### config.mk
export PLATFORM = sky130hd
export DESIGN_NAME = xdma_cfg_frame_collector
export DESIGN_NICKNAME = d
export VERILOG_FILES = /design/src/rtl/xdma_pkg.sv /design/src/rtl/xdma_cfg_frame_collector.sv
export SDC_FILE = /design/constraint.sdc
export NUM_CORES = 1
export LEC_CHECK = 0
export BUFFER_PORTS_ARGS = -buffer_cell sky130_fd_sc_hd__buf_2
export CAP_MARGIN = 15
export CORE_AREA = 8 8 434 436
export CTS_BUF_LIST = sky130_fd_sc_hd__clkbuf_16
export DETAILED_ROUTE_END_ITERATION = 7
export DIE_AREA = 0 0 442 444
export SLEW_MARGIN = 40
export SYNTH_ARGS = -nofsm -noshare
export SYNTH_HDL_FRONTEND = slang
export SYNTH_SLANG_ARGS = --single-unit
### constraint.sdc
create_clock -name clk_i -period 2.1 [get_ports clk_i]
set_input_delay 0.525 -clock clk_i [delete_from_list [all_inputs] [get_ports clk_i]]
set_output_delay 0.525 -clock clk_i [all_outputs]
set_load 0.05 [all_outputs]
### src/rtl/xdma_pkg.sv
// Shared widths, frame layouts and header type for the XDMA configuration path.
package xdma_pkg;

    localparam int unsigned AxiDataWidth            = 512;
    localparam int unsigned AddrWidth               = 48;
    localparam int unsigned DMAIdWidth              = 4;
    localparam int unsigned TotalFrameWidth         = 4;
    localparam int unsigned FirstFramePayloadOffset = 105;
    localparam int unsigned FirstPayloadWidth       = AxiDataWidth - FirstFramePayloadOffset;
    localparam int unsigned PayloadWidth            = AxiDataWidth - DMAIdWidth - 1;

    typedef logic [DMAIdWidth-1:0]      dma_id_t;
    typedef logic [AddrWidth-1:0]       addr_t;
    typedef logic [TotalFrameWidth-1:0] frame_len_t;

    typedef struct packed {
        logic [FirstPayloadWidth-1:0] payload;
        addr_t                        writer_addr;
        addr_t                        reader_addr;
        dma_id_t                      dma_id;
        frame_len_t                   frame_length;
        logic                         dma_type;
    } xdma_inter_cluster_first_cfg_t;

    typedef struct packed {
        logic [PayloadWidth-1:0] payload;
        logic                    dma_type;
        dma_id_t                 dma_id;
    } xdma_inter_cluster_cfg_t;

    typedef struct packed {
        dma_id_t    dma_id;
        logic       dma_type;
        frame_len_t frame_length;
        addr_t      reader_addr;
        addr_t      writer_addr;
    } xdma_cfg_header_t;

    typedef enum logic {
        IDLE = 1'b0,
        BODY = 1'b1
    } xdma_cfg_state_e;

endpackage

### src/rtl/xdma_cfg_frame_collector.sv
// Collects remote cfg frames into a header plus per-frame payload stream.
// Define XDMA_CFG_ID_CHECK_EN to drop continuation frames whose id/type mismatch the header.
module xdma_cfg_frame_collector
    import xdma_pkg::*;
(
    input  logic                        clk_i,
    input  logic                        rst_ni,
    input  logic [AxiDataWidth-1:0]     frame_i,
    input  logic                        frame_valid_i,
    output logic                        frame_ready_o,
    output xdma_cfg_header_t            hdr_o,
    output logic                        hdr_valid_o,
    input  logic                        hdr_ready_i,
    output logic [PayloadWidth-1:0]     pld_o,
    output logic [TotalFrameWidth-1:0]  pld_idx_o,
    output logic                        pld_last_o,
    output logic                        pld_valid_o,
    input  logic                        pld_ready_i,
    output logic                        err_o
);

    xdma_cfg_state_e               state, state_next;
    frame_len_t                    remaining, index;
    xdma_inter_cluster_first_cfg_t first;
    xdma_inter_cluster_cfg_t       cont;
    logic                          hdr_free, pld_free, id_match;
    logic                          load_first, load_body;

    assign first    = frame_i;
    assign cont     = frame_i;
    assign hdr_free = !hdr_valid_o || hdr_ready_i;
    assign pld_free = !pld_valid_o || pld_ready_i;

`ifdef XDMA_CFG_ID_CHECK_EN
    logic drop;

    assign id_match = (cont.dma_id == hdr_o.dma_id) && (cont.dma_type == hdr_o.dma_type);
    assign drop     = (state == BODY) && frame_valid_i && pld_free && !id_match;

    always_ff @(posedge clk_i or negedge rst_ni) begin
        if (!rst_ni) begin
            err_o <= 1'b0;
        end else begin
            err_o <= drop;
        end
    end
`else
    logic unused_cont_id;

    assign id_match       = 1'b1;
    assign unused_cont_id = ^{cont.dma_id, cont.dma_type};
    assign err_o          = 1'b0;
`endif

    always_ff @(posedge clk_i or negedge rst_ni) begin
        if (!rst_ni) begin
            state <= IDLE;
        end else begin
            state <= state_next;
        end
    end

    // A new header waits for both output slots; body frames only need the payload slot.
    always_comb begin
        state_next    = state;
        frame_ready_o = 1'b0;
        load_first    = 1'b0;
        load_body     = 1'b0;
        case (state)
            IDLE: begin
                frame_ready_o = hdr_free && pld_free;
                load_first    = frame_valid_i && frame_ready_o;
                if (load_first && (first.frame_length > frame_len_t'(1))) begin
                    state_next = BODY;
                end
            end
            BODY: begin
                frame_ready_o = pld_free;
                if (frame_valid_i && pld_free && id_match) begin
                    load_body = 1'b1;
                    if (remaining == frame_len_t'(1)) begin
                        state_next = IDLE;
                    end
                end
            end
            default: state_next = IDLE;
        endcase
    end

    always_ff @(posedge clk_i or negedge rst_ni) begin
        if (!rst_ni) begin
            hdr_o       <= '0;
            hdr_valid_o <= 1'b0;
            pld_o       <= '0;
            pld_idx_o   <= '0;
            pld_last_o  <= 1'b0;
            pld_valid_o <= 1'b0;
            remaining   <= '0;
            index       <= '0;
        end else begin
            if (load_first) begin
                hdr_valid_o        <= 1'b1;
                hdr_o.dma_id       <= first.dma_id;
                hdr_o.dma_type     <= first.dma_type;
                hdr_o.frame_length <= first.frame_length;
                hdr_o.reader_addr  <= first.reader_addr;
                hdr_o.writer_addr  <= first.writer_addr;
            end else if (hdr_ready_i) begin
                hdr_valid_o <= 1'b0;
            end

            // Length 0 and 1 both mean a single-frame transfer.
            if (load_first) begin
                pld_valid_o <= 1'b1;
                pld_o       <= PayloadWidth'(first.payload);
                pld_idx_o   <= '0;
                pld_last_o  <= (first.frame_length <= frame_len_t'(1));
                if (first.frame_length > frame_len_t'(1)) begin
                    remaining <= first.frame_length - 1'b1;
                    index     <= frame_len_t'(1);
                end else begin
                    remaining <= '0;
                    index     <= '0;
                end
            end else if (load_body) begin
                pld_valid_o <= 1'b1;
                pld_o       <= cont.payload;
                pld_idx_o   <= index;
                pld_last_o  <= (remaining == frame_len_t'(1));
                remaining   <= remaining - 1'b1;
                index       <= index + 1'b1;
            end else if (pld_ready_i) begin
                pld_valid_o <= 1'b0;
            end
        end
    end

endmodule

**Word-level counts from Yosys, hierarchy flattened**

Index checks and enable logic that the tools add are counted.

- Register bits: 628
- Bits of input ports: 517
- Output and inout bits: 621
- Word-level logic and storage cells: 56

- $add $sub $neg: 3
- $lt $le $gt $ge: 2
- Equality and inequality tests: 1
- Mux-type cells: 25
- Bitwise gates (word level): 1
- Reduce and logical (&&, ||, !) cells: 11

Operator list:

| operator | number |
|---|---|
| 507-bit two-way mux | 2 |
| 4-bit two-way mux | 7 |
| 1-bit two-way mux | 14 |
| 4-bit by 1-bit subtractor with 4-bit output, second input constant | 2 |
| 4-bit by 1-bit adder with 4-bit output, second input constant | 1 |
| 4-bit by 1-bit == test with 1-bit output, second input constant | 1 |
| 4-bit by 1-bit greater-than comparator with 1-bit output, second input constant | 1 |
| 4-bit by 1-bit <= comparator with 1-bit output, second input constant | 1 |
| 1-bit logical AND | 4 |
| 1-bit case mux with 2 select lines | 2 |
| 2-bit nonzero test | 2 |
| 3-bit nonzero test | 1 |
| 1-bit logical NOT | 2 |
| 1-bit logical OR | 2 |
| 1-bit NOT | 1 |

**Logic depth before layout (Yosys ltp)**

Gate-level depths: netlist (run 1).

- Depth after elaboration: 7
- Gate-level depth with buffers: 8
- Mapped depth without buffers: 6

**Worst setup path after synthesis (run 1)**

No wires, ideal clock.

- Kind: flip-flop to flip-flop
- Start: reg pld_valid_o
- End: reg pld_o[100]
- Library setup time: 0.141 ns
- Arrival time: 1.649 ns
- Required time: 1.959 ns
- Path slack: 0.310 ns
- Cell stages (with the launch flop): 8
- Buffers on the path: 4
- Clock period less this slack: 1.790 ns
- Path through: dfrtp_1 -> nand2b_1 -> buf_2 -> o211a_1 -> buf_4 -> buf_2 -> clkbuf_1 -> a31oi_1

- Word-level cells in the longest chain between the ends: 6
- Elaborated cells between the ends (all ways): 10
- Those cells by class: mux (4); reduce/logical (6)

RTL lines:

| what | line | RTL |
|---|---|---|
| start, declared | xdma_cfg_frame_collector.sv:17 | `output logic pld_valid_o,` |
| start signal, assigned | xdma_cfg_frame_collector.sv:97 | `pld_valid_o <= 1'b0;` |
| start signal, assigned | xdma_cfg_frame_collector.sv:114 | `pld_valid_o <= 1'b1;` |
| start signal, assigned | xdma_cfg_frame_collector.sv:126 | `pld_valid_o <= 1'b1;` |
| 1-bit logical NOT (*) | xdma_cfg_frame_collector.sv:32 | `assign pld_free = !pld_valid_o \|\| pld_ready_i;` |
| 1-bit logical OR (*) | xdma_cfg_frame_collector.sv:32 |  |
| 1-bit logical AND (on tied branches) | xdma_cfg_frame_collector.sv:79, xdma_cfg_frame_collector.sv:71 |  |
| 1-bit two-way mux / 1-bit logical AND (equally long branches) | xdma_cfg_frame_collector.sv:79, xdma_cfg_frame_collector.sv:72 |  |
| 1-bit two-way mux | xdma_cfg_frame_collector.sv:69 | `case (state)` |
| 2-bit nonzero test (no source line) / 507-bit two-way mux (equally long branches) | -- |  |
| end signal, assigned | xdma_cfg_frame_collector.sv:115 | `pld_o <= PayloadWidth'(first.payload);` |
| end signal, assigned | xdma_cfg_frame_collector.sv:127 | `pld_o <= cont.payload;` |
| end, declared | xdma_cfg_frame_collector.sv:14 | `output logic [PayloadWidth-1:0] pld_o,` |

Every way passes the cells marked *; elsewhere a longest branch is shown, timed or not.
A chain may end at the register's enable or synchronous reset.

**Final worst setup path (run 1)**

- Start: reg state
- End: out frame_ready_o

- Word-level cells in the longest chain between the ends: 2

RTL lines:

| what | line | RTL |
|---|---|---|
| start, declared | xdma_cfg_frame_collector.sv:22 | `xdma_cfg_state_e state, state_next;` |
| start signal, assigned | xdma_cfg_frame_collector.sv:59 | `state <= state_next;` |
| 1-bit NOT | -- |  |
| 1-bit case mux with 2 select lines (*) | xdma_cfg_frame_collector.sv:69 |  |
| end, declared | xdma_cfg_frame_collector.sv:10 | `output logic frame_ready_o,` |

Marked as above.

==> summary.md, run 1 <==
| Metric | Value |
|---|---|
| Leakage | 19.5 nW |
| Final min period | 2.06 ns |
| Max_cap viols | 0 |
| Critical setup path kind | reg -> out |
| Finished Layout Cells | 6825 |
| Mean routed wirelength per cell | 27.7 um |
| Layout cells sized above 1 | 32.3% |
| Cell area after synthesis | 26600 sq um |
| Maximum number of pins on one net before global-route repair | 92 |
| Core area | 182000 sq um |
| H-tree depth | 3 |
| Area share of xor/xnor cells in the synthesized design | 0.0659% |
| Final WS setup | 0.0354 ns |
| Die area | 196000 sq um |
| Critical path capture point type | output pin |
| Compound-gate portion of the synthesized area | 13.5% |
| Post-synth EDFFs | 0 |
| Worst slew margin | 60.9% |
| CTS tree | built |
| Clock skew | 0.0550 ns |
| Synth Flop Type | dfrtp_1 |
| RSZ-0062 raised after global routing | true |
| Syn_nets | 3490 |
| Routed WL | 189000 um |
| Cells after Synth | 2968 |
| CP arrival | 1.54 ns |
| Sequential-to-total area share from yosys stat | 59.1% |
| Adder-cell area share of the yosys netlist | 0.235% |
| Number of distinct library cells after synthesis | 33 |
| 1st-iter DRT viols | 2873 |
| Clk buf depth | 3 |
| Largest family of logic cells by synthesized area | simple AND/OR/NAND/NOR gates |
| IO Port Bufs | 1136 |
| Num CTS Buffers | 80 |
| Ys async rst share | 100% |
| Vias in the first global route | 28100 |
| Detailed Place HPWL | 159000 um |
| Simple-Gate Fraction of Synth Area | 22.2% |
| Remaining global-route overflow | 0 |
| Peak supply drop | 704 uV |
| Nets | 4854 |
| Worst-path clk slew | 0.06 ns |
| Avg Inst Size Synth | 8.96 sq um |
| GRT Total Usage | 18.3% |
| Post-synthesis mux area share | 0.0753% |
| Placed Area | 36100 sq um |
| Hold crit path type | in -> reg |
| Final Cycle Share | 98.3% |
| CP startpoint kind | flop |
| Antenna violations before repair | 92 |
| Vias/cell | 4.29 |
| Register bit total from synthesis | 628 |
| Worst slew pin tran | 0.586 ns |
| DIE HEIGHT | 444 um |
| Clock sink count | 628 |
| Pwr dens | 1510 nW/um^2 |
| First-pass GRT wire length | 252000 um |
| DRT antenna net count | 0 |
| Initial Util | 14.6% |
| Skew-Pair Late Insertion Delay | 0.70 ns |
| Clock Root Buffer | clkbuf_16 |
| Slew Limit Fails | 0 |
| Worst slack, placed | -0.101 ns |
| Placer congestion estimate | 1.00 |
| Top-level I/O count | 1138 |
| Fmax | 0.484 GHz |
| Die W | 442 um |
| Iteration count of the initial detailed-routing pass | 8 |
| Area growth syn-to-layout | 54.2% |
| Required time worst endpoint | 1.57 ns |
| Placed cells | 6420 |
| Hold Fails Final Rpt | 0 |
| Worst Path Max Fanout | 2 |
| Vias | 29300 |
| Status | finished, final reports clean |
| Setup violators final | 0 |
| Fin area | 41000 sq um |
| Drt drc | 0 |
| Yosys warnings | 0 |
| FP Rows | 157 |
worst paths after layout:
kind	from	endpoint	slack, ns	cells past startpoint
setup / recovery	state	frame_ready_o	0.04	2
hold / removal	frame_i[205]	pld_o[100]	0.08	3
setup reg to reg	hdr_valid_o	pld_o[135]	0.11	8
hold reg to reg	hdr_o[38]	hdr_o[38]	0.47	2
max in group asynchronous	rst_ni	pld_o[89]	0.79	3
min in group asynchronous	rst_ni	pld_o[355]	0.33	2
synthesized netlist by cell type (all sizes together), types with 2 or more instances:
library cell / n / area [sq um]
nor3: 5 / 25.0
nand3: 2 / 10.0
clkbuf: 50 / 189
o211ai: 2 / 15.0
dfrtp: 628 / 15700
o21ai: 6 / 30.0
nand2: 1131 / 4250
o21a: 2 / 15.0
inv: 4 / 15.0
a22o: 106 / 928
mux2i: 2 / 20.0
buf: 183 / 1080
nand2b: 3 / 18.8
a21oi: 3 / 15.0
ha: 5 / 62.6
xnor2: 2 / 17.5
nor2b: 2 / 12.5
nor2: 413 / 1550
a31oi: 409 / 2560
kinds of logic (layout without fill, tap and decap cells):
logic type,after synthesis,in the layout
muxes,2,2
and+or+nand+nor,1562,1562
xor gates and xnor gates,2,2
adders and majority gates,5,5
buffers and inverters,237,1653
AOI/OAI and AO/OA,531,531
DFF,628,628
other,1,57
state kept, by name, summed over array words and instances (netlist names):
name and count:
remaining 4, hdr_o 105, pld_valid_o 1, index 4, pld_o 507, hdr_valid_o 1, pld_last_o 1, pld_idx_o 4
state 1
layout by cell type, fill, tap and decap left out, drive strengths merged:
cell type	instances
clkinv	26
dfrtp	628
nor2	413
and3	1
nand3	2
mux2i	2
xnor2	2
o21a	2
nand2	1131
a221o	1
bufinv	4
diode	56
nand4	1
a21oi	3
nand4b	1
a22o	106
a31oi	409
clkinvlp	1
o211ai	2
buf	1302
or3	1
o21ai	6
o211a	1
a211o	1
nand2b	3
conb	1
nor2b	2
nor4	1
ha	5
inv	26
and4b	1
nor3	5
dlygate4sd3	211
clkbuf	83
worst max-delay path, cell delays in order, from the launching register on:
cell and delay [ns]:
dfrtp_2 0.44, o21a_4 0.24, buf_12 0.15
per-layer routing:
| layer | vias to the layer above | wire [um] | track usage [%] |
|---|---|---|---|
| met3 | 369 | 25200 | 9.34 |
| li1 | 12700 | - | - |
| met4 | 38 | 7740 | 7.62 |
| met1 | 14500 | 71300 | 21.4 |
| met2 | 1710 | 84500 | 28.1 |
| met5 | - | 236 | 0 |
layout make-up:
| type | count | area (sq um) |
|---|---|---|
| fill | 19900 | 141000 |
| sequential | 628 | 15700 |
| timing repair buffer | 1515 | 9990 |
| multi-input combinational | 2103 | 9640 |
| tap | 2385 | 2980 |
| clock buffer | 81 | 2030 |
| clock inverter | 53 | 490 |
| antenna | 56 | 140 |
| inverter | 4 | 15.0 |
stage by stage:
step / power, W / hold slack, ns / util (%) / TNS [ns]
finish: 0.0618 / 0.0836 / 22.6 / 0
global route: 0.0644 / 0.0419 / 22.5 / -0.0490
CTS: 0.0622 / 0.000258 / 22.5 / -0.0985
detailed placement: 0.0479 / 0.457 / 19.9 / -15.41
global placement: 0.0476 / 0.453 / 19.9 / -10.13
floorplan: 0.0366 / 0.229 / - / 0
power breakdown:
group	switching [W]	internal [W]
sequential	0.00246	0.0158
combinational	0.0234	0.00654
clock	0.00602	0.00755
repair_timing:
action / in CTS / in global routing
buffers inserted: 6 / 1
hold buffers: 211 / 0
endpoints found under the setup margin: 21 / 8
hold endpoints to repair: 247 / 0
pin swaps: 1 / 2
gates resized for setup: 26 / 3
(Power assumes the default switching activity.)
==> inputs of run 2 (changes only) <==
ABC_AREA = 1   (was default)
CORE_AREA = 8 8 436 438   (was 8 8 434 436)
DIE_AREA = 0 0 444 446   (was 0 0 442 444)
SLEW_MARGIN = 20   (was 40)
==> run 2 against run 1 <==
The flow now finishes with violations (negative setup slack). Final cell count grew 3.9%. Total power grew 38%. Sequential power grew 22%. Die area grew 0.90%. Design area grew 0.44%. First-iteration DRC count shrank 1.0%. Via count grew 2.1%. Critical path type unchanged. Largest cell class unchanged.
==> summary.md, run 2 <==
| Metric | Value |
|---|---|
| Status | complete, but fails checks |
| Failing checks | negative setup slack |
| WP buf/inv | 2 (+1) |
| Critical path's slowest cell | dfrtp_2 |
| Syn_nets | 3722 (+6.6%) |
| Max reg flops | 507 (unchanged) |
| Vias in the first global route | 29500 (+5.0%) |
| Vias | 29900 (+2.1%) |
| Clk buf depth | 3 (unchanged) |
| Mean routed wirelength per cell | 28.2 um (+1.9%) |
| Number of distinct library cells after synthesis | 23 (-30%) |
| Clock Root Buffer | clkbuf_16 |
| CTS tree | built |
| Routed WL | 200000 um (+5.9%) |
| 1st-iter DRT viols | 2844 (-1.0%) |
| Max_cap viols | 0 (unchanged) |
| Die W | 444 um (+0.45%) |
| Peak supply drop | 1040 uV (+48%) |
| Critical setup path kind | reg -> out |
| Internal cell power | 0.0365 W (+22%) |
| Hold Fails Final Rpt | 0 (unchanged) |
| Largest regs | pld_o: 507 flops, hdr_o: 105 flops |
| Worst-path clk slew | 0.06 ns (about the same) |
| Final Cycle Share | 101% (+2.8 points) |
| Area leader, netlist | dfrtp_1 |
| Seq pwr share | 26.3% (-3.3 points) |
| Most frequent cell after synthesis | nand2_1 |
| Pwr dens | 2070 nW/um^2 (+37%) |
| Hold crit path type | in -> reg |
| DIE HEIGHT | 446 um (+0.45%) |
| Final WS setup | -0.0226 ns (-0.0580 ns) |
| Worst slack, placed | -0.0673 ns (+0.0342 ns) |
| Logic pwr share | 56.4% (+8.0 points) |
| Cell area after synthesis | 26800 sq um (+0.71%) |
| Total power | 0.0852 W (+38%) |
| Avg Inst Size Synth | 8.37 sq um (-6.6%) |
| Post-synth EDFFs | 0 (unchanged) |
| Worst slew margin | 53.1% (-7.8 points) |
| Post-synth top area share | 58.7% (-0.41 points) |
| Commonest cells post-synth | 1049 x nand2_1, 628 x dfrtp_1, 419 x nor2_1, 410 x a21oi_1, 371 x o21ai_1 |
| Sw frac | 57.2% (+5.6 points) |
| Clock sink count | 628 (unchanged) |
| Fillers | 20300 (+2.2%) |
| Sequential-to-total area share from yosys stat | 58.7% (-0.41 points) |
| Most common cell after layout, fill and taps aside | buf_2 |
| Top-level I/O count | 1138 (unchanged) |
| CP startpoint kind | flop |
| Antenna violations before repair | 108 (+17%) |
| Yosys warnings | 0 (unchanged) |
| Drt drc | 0 (unchanged) |
| Final min period | 2.12 ns (+0.0580 ns) |
| First-pass GRT wire length | 265000 um (+5.3%) |
| Fmax | 0.471 GHz (-2.7%) |
| Crit path max-delay family | flip-flops |
| Setup violators final | 1 (+1) |
| Commonest non-fill, non-tap cells in the layout | 1103 x buf_2, 1047 x nand2_1, 623 x dfrtp_1 |
| Net Sw Power | 0.0487 W (+53%) |
| IO Port Bufs | 1136 (unchanged) |
| Initial Util | 14.6% (-0.053 points) |
| CP cell instances | o21ai_2 -> inv_2 -> buf_8 |
| Ys async rst share | 100% (unchanged) |
| Skew-Pair Late Insertion Delay | 0.72 ns (+0.02 ns) |
| DRT antenna net count | 0 (unchanged) |
| RSZ-0062 raised after global routing | true |
| Clock skew | 0.0549 ns (-0.000101 ns) |
| Biggest register | pld_o |
| Area growth syn-to-layout | 53.7% |
| Worst slew pin tran | 0.703 ns (+0.117 ns) |
| Detailed Place HPWL | 167000 um (+5.0%) |
| H-tree depth | 3 (unchanged) |
| Register bit total from synthesis | 628 (unchanged) |
| Critical path capture point type | output pin |
| R2r worst-path depth | 9 (+1) |
| GRT Total Usage | 19.2% (+0.91 points) |
| WP depth | 3 (+1) |
| Slew Limit Fails | 0 (unchanged) |
| Placer congestion estimate | 0.997 (-0.26%) |
| Iteration count of the initial detailed-routing pass | 6 (-2) |
| Core area | 184000 sq um (+1.1%) |
| Synth Flop Type | dfrtp_1 |
| CP arrival | 1.60 ns (+0.06 ns) |
| CP max stage delay | 0.44 ns (about the same) |
| Die area | 198000 sq um (+0.90%) |
| Cells after Synth | 3200 (+7.8%) |
| Vias/cell | 4.22 (-1.7%) |
| Layout cells sized above 1 | 32.7% (+0.35 points) |
| Hold path cells | 3 (unchanged) |
| Clock share of power | 17.4% (-4.6 points) |
| Worst Path Max Fanout | 5 (+3) |
| Leakage | 20.7 nW (+6.1%) |
| Remaining global-route overflow | 0 (unchanged) |
| Synth top area cells | dfrtp_1 59%, nand2_1 15%, a21oi_1 7.7% |
| Maximum number of pins on one net before global-route repair | 96 (+4.3%) |
| Num CTS Buffers | 85 (+6.3%) |
| FP Rows | 158 (+0.64%) |
| Required time worst endpoint | 1.57 ns (about the same) |
| Nets | 5084 (+4.7%) |
[run 2: cells by family after synthesis]
logic type,Yosys count,synth area share (%)
DFF,628,58.7
buffers and inverters,247,4.49
adders and majority gates,5,0.234
AOI/OAI and AO/OA,834,15.6
and+or+nand+nor,1483,20.9
xor gates and xnor gates,2,0.0654
other,1,0.0140
[run 2: what timing repair did]
action                                  in CTS  in global routing
buffers inserted                             3                  1
hold buffers                               133                  0
pin swaps                                    2                  1
endpoints found under the setup margin      29                  2
resized for setup                           44                  2
endpoints found under the hold margin      137                  0
cloned                                       0                  0
[run 2: cell type report]
cell class	count	area, sq um	share of cell area [%]
Sequential cell	628	15700	38.2
Multi-Input combinational cell	2325	9890	24.0
Timing Repair Buffer	1502	9550	23.2
Tap cell	2400	3000	7.29
Clock buffer	85	2130	5.16
Clock inverter	68	647	1.57
Antenna cell	64	160	0.389
Inverter	20	82.6	0.201
[run 2: power groups by stage]
stage / clock [W] / combinational (W) / sequential [W]
global route: 0.0156 / 0.0505 / 0.0229
global placement: 0 / 0.0477 / 0.0222
floorplan: 0 / 0.00937 / 0.0417
CTS: 0.0152 / 0.0484 / 0.0223
finish: 0.0148 / 0.0480 / 0.0224
detailed placement: 0 / 0.0478 / 0.0223
[run 2: worst paths after layout]
kind	start	to	slack, ns
max	state	frame_ready_o	-0.02
min	frame_i[53]	hdr_o[92]	0.08
max reg2reg	hdr_valid_o	pld_o[247]	0.16
min reg2reg	hdr_o[49]	hdr_o[49]	0.46
max in group asynchronous	rst_ni	pld_o[257]	0.72
min in group asynchronous	rst_ni	pld_o[307]	0.44
[run 2: per-stage QoR]
stage / area, sq um / util (%) / hold slack (ns) / setup TNS, ns / std cells
5_1_grt: 41200 / 22.4 / 0.0225 / -0.119 / 7084
3_3_place_gp: 36800 / 20.0 / 0.448 / -0.285 / 6738
6_report: 41200 / 22.4 / 0.0803 / -0.0226 / 7092
3_5_place_dp: 36800 / 20.0 / 0.453 / -0.391 / 6738
4_1_cts: 41000 / 22.3 / 0.000106 / -0.112 / 7027
2_1_floorplan: 26800 / - / 0.229 / 0 / 3200
[run 2: worst register-to-register path: cells and delay by family (launching register included)]
| family | cells | cell delay, ns |
|---|---|---|
| AND/OR/NAND/NOR | 2 | 0.16 |
| flip-flops | 1 | 0.40 |
| AO/OA/AOI/OAI | 2 | 0.22 |
| buffers and inverters | 5 | 1.01 |
[run 2: routing by layer]
layer  vias up  wire length, um  track usage [%]
met5         -              139                0
met4        20             9630             8.43
met3       358            19800             7.52
met2      1446            92000             30.6
met1     14900            78600             22.9
li1      13200                -                -
